File: config.mk
export PLATFORM = sky130hd
export DESIGN_NAME = mips_boot_loader
export DESIGN_NICKNAME = d
export VERILOG_FILES = /design/src/rtl/mips_boot_loader.sv
export SDC_FILE = /design/constraint.sdc
export NUM_CORES = 1
export LEC_CHECK = 0
export CORE_MARGIN = 2
export CORE_UTILIZATION = 48
export CTS_BUF_LIST = sky130_fd_sc_hd__clkbuf_8
export DETAILED_ROUTE_END_ITERATION = 8
export PLACE_DENSITY = 0.78
export SETUP_SLACK_MARGIN = 0.15
export SLEW_MARGIN = 20
export SYNTH_ARGS = -nofsm -noshare
export SYNTH_HDL_FRONTEND = slang
export SYNTH_SLANG_ARGS = --single-unit
File: constraint.sdc
create_clock -name clk1 -period 4.2 [get_ports clk1]
set_clock_uncertainty 0.1 [all_clocks]
set_input_delay 0.84 -clock clk1 [delete_from_list [all_inputs] [get_ports clk1]]
set_output_delay 0.84 -clock clk1 [all_outputs]
set_load 0.005 [all_outputs]
File: src/rtl/mips_boot_loader.sv
// Stream-fed program loader for the pipelined MIPS32 core: writes a header+payload
// image into unified memory, releases the core at the load base and waits for HLT.
module mips_boot_loader #(
    parameter int ADDR_W    = 10,
    parameter int MAX_WORDS = 1024
) (
    input  logic              clk1,
    input  logic              reset,
    input  logic              start,
    input  logic              s_valid,
    output logic              s_ready,
    input  logic [31:0]       s_data,
    input  logic              s_last,
    output logic              mem_we,
    output logic [ADDR_W-1:0] mem_addr,
    output logic [31:0]       mem_wdata,
    output logic              core_hold,
    output logic              core_start,
    output logic [ADDR_W-1:0] pc_init,
    input  logic              core_halted,
    output logic              run_done,
    output logic              err_overflow,
    output logic [ADDR_W:0]   word_count,
    output logic [31:0]       checksum
);

    typedef enum logic [2:0] {
        IDLE, HDR, LOAD, RELEASE, RUN, DONE, ERR
    } state_t;

    localparam logic [ADDR_W:0] MAX_CNT = (ADDR_W+1)'(MAX_WORDS);

    state_t              state_q;
    logic [ADDR_W-1:0]   base_q;
    logic [ADDR_W-1:0]   ptr_q;
    logic                s_ready_q;
    logic                mem_we_q;
    logic [ADDR_W-1:0]   mem_addr_q;
    logic [31:0]         mem_wdata_q;
    logic                core_hold_q;
    logic                core_start_q;
    logic [ADDR_W-1:0]   pc_init_q;
    logic                run_done_q;
    logic                err_q;
    logic [ADDR_W:0]     wcnt_q;
    logic [31:0]         csum_q;
    logic                accept;

    assign accept = s_valid && s_ready_q;

    always_ff @(posedge clk1 or posedge reset) begin
        if (reset) begin
            state_q      <= IDLE;
            base_q       <= '0;
            ptr_q        <= '0;
            s_ready_q    <= 1'b0;
            mem_we_q     <= 1'b0;
            mem_addr_q   <= '0;
            mem_wdata_q  <= '0;
            core_hold_q  <= 1'b1;
            core_start_q <= 1'b0;
            pc_init_q    <= '0;
            run_done_q   <= 1'b0;
            err_q        <= 1'b0;
            wcnt_q       <= '0;
            csum_q       <= '0;
        end else begin
            // Write strobe and release pulse are single-cycle unless re-armed below.
            mem_we_q     <= 1'b0;
            core_start_q <= 1'b0;
            case (state_q)
                IDLE: if (start) begin
                    state_q   <= HDR;
                    s_ready_q <= 1'b1;
                end
                HDR: if (accept) begin
                    base_q <= s_data[ADDR_W-1:0];
                    ptr_q  <= s_data[ADDR_W-1:0];
                    wcnt_q <= '0;
                    csum_q <= '0;
                    if (s_last) begin
                        state_q      <= RELEASE;
                        s_ready_q    <= 1'b0;
                        core_start_q <= 1'b1;
                        pc_init_q    <= s_data[ADDR_W-1:0];
                    end else begin
                        state_q <= LOAD;
                    end
                end
                LOAD: if (accept) begin
                    // Overflow check wins over s_last: the extra word is never written.
                    if (wcnt_q == MAX_CNT) begin
                        state_q   <= ERR;
                        s_ready_q <= 1'b0;
                        err_q     <= 1'b1;
                    end else begin
                        mem_we_q    <= 1'b1;
                        mem_addr_q  <= ptr_q;
                        mem_wdata_q <= s_data;
                        ptr_q       <= ptr_q + 1'b1;
                        wcnt_q      <= wcnt_q + 1'b1;
                        csum_q      <= csum_q + s_data;
                        if (s_last) begin
                            state_q      <= RELEASE;
                            s_ready_q    <= 1'b0;
                            core_start_q <= 1'b1;
                            pc_init_q    <= base_q;
                        end
                    end
                end
                RELEASE: begin
                    state_q     <= RUN;
                    core_hold_q <= 1'b0;
                end
                RUN: if (core_halted) begin
                    state_q     <= DONE;
                    core_hold_q <= 1'b1;
                    run_done_q  <= 1'b1;
                end
                DONE: if (start) begin
                    state_q    <= HDR;
                    s_ready_q  <= 1'b1;
                    run_done_q <= 1'b0;
                end
                ERR:     state_q <= ERR;
                default: state_q <= IDLE;
            endcase
        end
    end

    assign s_ready      = s_ready_q;
    assign mem_we       = mem_we_q;
    assign mem_addr     = mem_addr_q;
    assign mem_wdata    = mem_wdata_q;
    assign core_hold    = core_hold_q;
    assign core_start   = core_start_q;
    assign pc_init      = pc_init_q;
    assign run_done     = run_done_q;
    assign err_overflow = err_q;
    assign word_count   = wcnt_q;
    assign checksum     = csum_q;

endmodule

==> impl_results.md, run 1 <==
- Critical Path Start: s_data[0]
- Synthesized-area fraction occupied by adder cells: 6.573%
- Crit. End Element: register
- Area contributors post-synth: dfrtp_1 45%, nand2_1 10%, ha_1 6.3%
- Cts hold-fix bufs: 0
- Unrepaired setup endpoints after global routing: no
- DP Wirelength: 12070 um
- Initial drt markers: 439
- Synth warn: 0
- TritonCTS Buffers: 17
- Core box area: 13830 um2
- DR WL/cell: 15.94 um
- XOR/XNOR share of the synthesized area: 4.265%
- Mapped Cells: 749
- Worst Hold Depth: 2
- Status: completed
- Worst EP required: 4460 ps
- Total gr overflow: 0
- Most used DFF post-synth: dfrtp_1
- Post-placement cell area: 8323 um2
- WP data arrival: 3760 ps
- Setup CP Type: in2reg
- Layout area overhead: 29.95%
- CTS tree: yes
- Vias in the first global route: 5576
- First-pass GRT wire length: 28120 um
- Die area: 15080 um2
- #FFs+latches synth: 124
- Finished layout cell area: 8806 um2
- Final Hold Fails: 0
- Post-CTS Resized: 0
- Clk_lat worst skew: 460 ps
- Avg Cell Area, Syn: 9.047 um2
- Startpoint Class: input port
- Share of layout cells above drive strength 1: 8.473%
- Simple-gate portion of the synthesized area: 19.20%
- Leak: 0.004128 uW
- Post-CTS setup buffers: 0
- Clock slew at reported path FFs: 70 ps
- Final Cycle Share: 83.47%
- Final WL: 17170 um
- Die height: 122.8 um
- FF-to-FF Start: word_count[2]
- Headroom to the max-slew limit: 53.90%
- Post-synth EDFFs: 0
- Nets: 957
- Remaining DRCs: 0
- # H-tree levels: 4
- GP Congestion: 0.8885
- Antenna violations before repair: 0
- CP Max Fanout: 5
- Setup violations, final: 0
- Yosys top cell by area: dfrtp_1
- Post-synth ARST share: 100.0%
- Post-synth top cells: 185 x nand2_1, 123 x dfrtp_1, 68 x o21ai_0, 41 x nor2_1, 40 x a21oi_1
- Most frequent cell after synthesis: nand2_1
- # IOs: 139
- IO buf count: 138
- Initial Util: 49.01%
- Post-synthesis mux area share: 3.157%
- Root buf cell: clkbuf_8
- Synth top area share: 45.42%
- FF-to-FF End: mem_wdata[1]
- Syn nets: 822
- Die Wd: 122.8 um
- Max Freq: 0.2853 GHz
- Crit path setup slack, layout: 694.4 ps
- Cell variety after synth: 71
- Pre-CTS WS: 373.7 ps
- Via density: 5.451
- Num rows: 43
- Crit path time final: 3506 ps
- ANT nets after route: 0
- Largest family of logic cells by synthesized area: simple AND/OR/NAND/NOR gates
- Maximum clock path buffer count: 2
- Total GRT Usage: 23.89%
- Peak VDD IR: 0.3118 mV
- Crit path to: checksum[22]
- Total negative setup slack: 0 ps
- Largest net degree at the start of global routing: 125
- DR vias: 5871
- Flop-to-flop setup slack: 1290 ps
- Fillers: 1117
- Diode count: 0
- Compound-cell area share of the yosys netlist: 17.21%
- Fin. max-slew vios: 0
- Min-Delay Path Class: reg2reg
- Worst-margin pin slew: 685.1 ps
- DRT Pass-1 Iters: 5
- Mapped cell area: 6776 um2
- R2R cell count: 5
- Max-Cap Viols: 0
- Seq/Total Area, Yosys: 45.81%
- Pwr per Cell Area: 666.9 nW/um2
- CTS sink cnt: 124
cell families (layout without fill, tap and decap cells):
| family | Yosys count | in the layout |
|---|---|---|
| fa+ha+maj | 35 | 35 |
| xor+xnor | 33 | 33 |
| flops | 124 | 124 |
| simple gates | 296 | 296 |
| mux | 20 | 20 |
| compound gates | 184 | 184 |
| buf+inv | 57 | 205 |
metrics by stage:
| step | std cells | util, % | power, uW | hold WS, ps |
|---|---|---|---|---|
| 5_1_grt | 1077 | 63.69 | 6298 | 393.9 |
| 3_3_place_gp | 1045 | 60.19 | 4539 | 350.0 |
| 2_1_floorplan | 749 | - | 3439 | 360.2 |
| 4_1_cts | 1077 | 63.69 | 5894 | 378.3 |
| 6_report | 1077 | 63.69 | 5873 | 373.7 |
| 3_5_place_dp | 1045 | 60.19 | 4595 | 361.6 |
worst min path at each step:
stage | start | to
CTS | mem_addr[5] | mem_addr[5]
finish | mem_wdata[4] | mem_wdata[4]
global route | mem_wdata[21] | mem_wdata[21]
global placement | err_overflow | err_overflow
floorplan | err_overflow | err_overflow
detailed placement | mem_wdata[12] | mem_wdata[12]
layer usage:
metal	wire length [um]	GRT usage, %	share of wire, %
met5	0	0	0
met4	306	8.405	1.8
met2	8104	37.26	47
met3	930	5.948	5.4
met1	7829	32.42	46
layout make-up:
class,count,area [um2],area share [%]
clock buffers,19,261.5,2.970
clock inverters,13,221.5,2.515
inverters,24,93.84,1.066
multi-input cells,568,3423,38.87
flip-flops and latches,124,3104,35.25
well taps,180,225.2,2.558
repair buffers,149,1476,16.77
sequential cells by signal, summed over array words and instances (netlist names):
| name | cells |
|---|---|
| base_q | 10 |
| pc_init | 10 |
| s_ready | 1 |
| run_done | 1 |
| core_start | 1 |
| ptr_q | 10 |
| mem_we | 1 |
| checksum | 32 |
| state_q | 3 |
| mem_addr | 10 |
| core_hold | 1 |
| word_count | 11 |
| mem_wdata | 32 |
| err_overflow | 1 |
worst max-delay path: stages:
cell             delay, ps
clkdlybuf4s50_1        570
ha_1                   200
inv_1                   50
fa_1                   390
nor2b_1                140
o21ai_1                 90
a21oi_1                250
a21o_1                 190
o2111ai_1              170
a21boi_0               370
nor2_1                 110
xor2_1                 150
o21ai_0                220
report_power, final:
part | internal (uW) | total, uW | switching, uW
Sequential | 1670 | 2030 | 366
Combinational | 1350 | 2560 | 1220
Clock | 792 | 1280 | 484
placed cells by master, fill, tap and decap left out, types with 4 or more instances in the layout:
cell / n
xnor2_1: 15
xor2_1: 18
and3_1: 7
o21ai_1: 5
mux2i_1: 9
clkdlybuf4s50_1: 138
clkbuf_8: 19
bufinv_16: 6
nand2_1: 185
ha_1: 34
buf_4: 10
a21o_1: 15
nor3_1: 5
a22o_1: 5
nand3_1: 24
inv_1: 24
and2_1: 4
a21oi_1: 40
a31oi_1: 5
mux2_2: 11
nor2_1: 40
o21bai_1: 5
o21ai_0: 68
dfrtp_1: 123
a22oi_1: 5
No activity file was read; power rests on OpenSTA's default activity.
==> run 2: changes to the inputs <==
--- a/config.mk
+++ b/config.mk
@@ -6,10 +6,10 @@
 export NUM_CORES = 1
 export LEC_CHECK = 0
 export CORE_MARGIN = 2
-export CORE_UTILIZATION = 48
+export CORE_UTILIZATION = 54
 export CTS_BUF_LIST = sky130_fd_sc_hd__clkbuf_8
 export DETAILED_ROUTE_END_ITERATION = 8
-export PLACE_DENSITY = 0.78
+export PLACE_DENSITY = 0.84
 export SETUP_SLACK_MARGIN = 0.15
 export SLEW_MARGIN = 20
 export SYNTH_ARGS = -nofsm -noshare
==> constraint.sdc (replaced) <==
create_clock -name clk1 -period 3.6 [get_ports clk1]
set_clock_uncertainty 0.1 [all_clocks]
set_input_delay 0.72 -clock clk1 [delete_from_list [all_inputs] [get_ports clk1]]
set_output_delay 0.72 -clock clk1 [all_outputs]
set_load 0.005 [all_outputs]
==> impl_results.md, run 2 (synthesized netlist as in run 1, its figures left out) <==
- Switch share: 36.31% (+1.1 points)
- Pwr per Cell Area: 763.2 nW/um2 (+14%)
- DR vias: 6015 (+2.5%)
- Final WL: 17650 um (+2.8%)
- Setup CP Type: in2reg
- Share of layout cells above drive strength 1: 10.77% (+2.3 points)
- DR WL/cell: 16.24 um (+1.9%)
- Worst hold slack: 377.5 ps (+3.775 ps)
- WP data arrival: 3420 ps (-340 ps)
- Worst EP required: 3810 ps (-650 ps)
- IO buf count: 138 (unchanged)
- Commonest non-fill, non-tap cell in the layout: nand2_1
- Worst-margin pin slew: 617.9 ps (-67.24 ps)
- Nets: 979 (+2.3%)
- Switch Pwr: 2468 uW (+19%)
- Maximum clock path buffer count: 2 (unchanged)
- Clock slew at reported path FFs: 70 ps (about the same)
- Total GRT Usage: 27.47% (+3.6 points)
- Crit. End Element: register
- Cts hold-fix bufs: 0 (unchanged)
- Startpoint Class: input port
- Clk_lat worst skew: 450 ps (about the same)
- Post-CTS setup buffers: 0 (unchanged)
- Gate power share: 45.5% (+1.9 points)
- Peak VDD IR: 0.3476 mV (+11%)
- Min-Delay Path Class: reg2reg
- ANT nets after route: 0 (unchanged)
- Root buf cell: clkbuf_8
- Most frequent cells in the layout: 185 x nand2_1, 138 x clkdlybuf4s50_1, 123 x dfrtp_1
- TritonCTS Buffers: 17 (unchanged)
- DP Wirelength: 12610 um (+4.5%)
- Diode count: 0 (unchanged)
- Post-CTS Resized: 0 (unchanged)
- Final Hold Fails: 0 (unchanged)
- Remaining DRCs: 0 (unchanged)
- Final non-filler cell total: 1087 (+0.93%)
- Total gr overflow: 0 (unchanged)
- Seq. cell area: 3104 um2 (unchanged)
- Fillers: 923 (-17%)
- GP Congestion: 0.9459 (+6.5%)
- # IOs: 139 (unchanged)
- Headroom to the max-slew limit: 58.43% (+4.5 points)
- # H-tree levels: 4 (unchanged)
- Num rows: 40 (-7.0%)
- Initial drt markers: 333 (-24%)
- Leak: 0.004201 uW (+1.8%)
- Die area: 13460 um2 (-11%)
- Via density: 5.534 (+1.5%)
- P_int: 4330 uW (+14%)
- Total negative setup slack: 0 ps (unchanged)
- Max Freq: 0.3119 GHz
- CTS sink cnt: 124 (unchanged)
- Pwr Total: 6798 uW (+16%)
- Largest net degree at the start of global routing: 102 (-18%)
- Max-Cap Viols: 0 (unchanged)
- Finished Core Util: 73.54% (+9.9 points)
- Final Cycle Share: 89.05%
- Unrepaired setup endpoints after global routing: no
- Status: completed
- Layout area overhead: 31.44%
- Initial Util: 55.95% (+6.9 points)
- CP Max Fanout: 5 (unchanged)
- Setup violations, final: 0 (unchanged)
- Crit path time final: 3206 ps
- Die Wd: 116.0 um (-5.5%)
- Core box area: 12110 um2 (-12%)
- Clock network power share: 19.5% (-2.2 points)
- First-pass GRT wire length: 29010 um (+3.1%)
- Share of power burned in registers: 35.0% (+0.4 points)
- CTS tree: yes
- DP Cell Count: 1055 (+0.96%)
- Antenna violations before repair: 0 (unchanged)
- Vias in the first global route: 6027 (+8.1%)
- Area of the multi-input gates: 3423 um2 (unchanged)
- DRT Pass-1 Iters: 4 (-1)
- Die height: 116.0 um (-5.5%)
- Fin. max-slew vios: 0 (unchanged)
run 2: power by group through the flow:
stage	combinational (uW)	sequential (uW)	clock, uW
final	3090	2380	1330
after global routing	3430	2450	1410
after CTS	3100	2380	1350
after detailed placement	3060	2390	0
after global placement	2980	2360	0
after floorplan	1690	2330	0
run 2: layout make-up:
cell class | instances | share of cell area (%)
clock inverter | 12 | 1.784
multi-input combinational | 568 | 38.43
sequential | 124 | 34.85
clock buffer | 20 | 3.090
tap | 168 | 2.360
inverter | 24 | 1.054
timing repair buffer | 171 | 18.43
run 2: through the flow:
stage	cell area [um2]	worst slack (ps)
6_report	8907	394.2
5_1_grt	8907	192.8
2_1_floorplan	6780	692.5
3_5_place_dp	8473	-32.71
3_3_place_gp	8473	28.05
4_1_cts	8907	380.3
run 2: worst paths after layout:
path / from / endpoint / slack, ps / cells after the start
worst max-delay path: s_data[8] / checksum[29] / 390 / 11
worst min-delay path: mem_wdata[31] / mem_wdata[31] / 380 / 2
worst max register to register: checksum[8] / checksum[29] / 750 / 10
worst min register to register: mem_wdata[31] / mem_wdata[31] / 380 / 2
max in group asynchronous: reset / checksum[30] / 2280 / 3
min in group asynchronous: reset / checksum[26] / 640 / 3
run 2: critical path: stages:
cell             delay, ps
clkdlybuf4s50_1        460
ha_1                   390
a21oi_1                240
o211a_1                200
o211ai_1               140
and4bb_4               260
o31a_4                 350
a31o_1                 220
a21oi_1                170
xor2_1                 170
o21ai_1                 90
run 2: layer usage:
metal / share of wire, % / vias to the layer above / GRT usage, %
li1: - / 2908 / -
met4: 2.4 / 0 / 11.11
met5: 0 / - / 0
met2: 49 / 191 / 46.12
met1: 43 / 2878 / 35.33
met3: 4.9 / 38 / 5.021
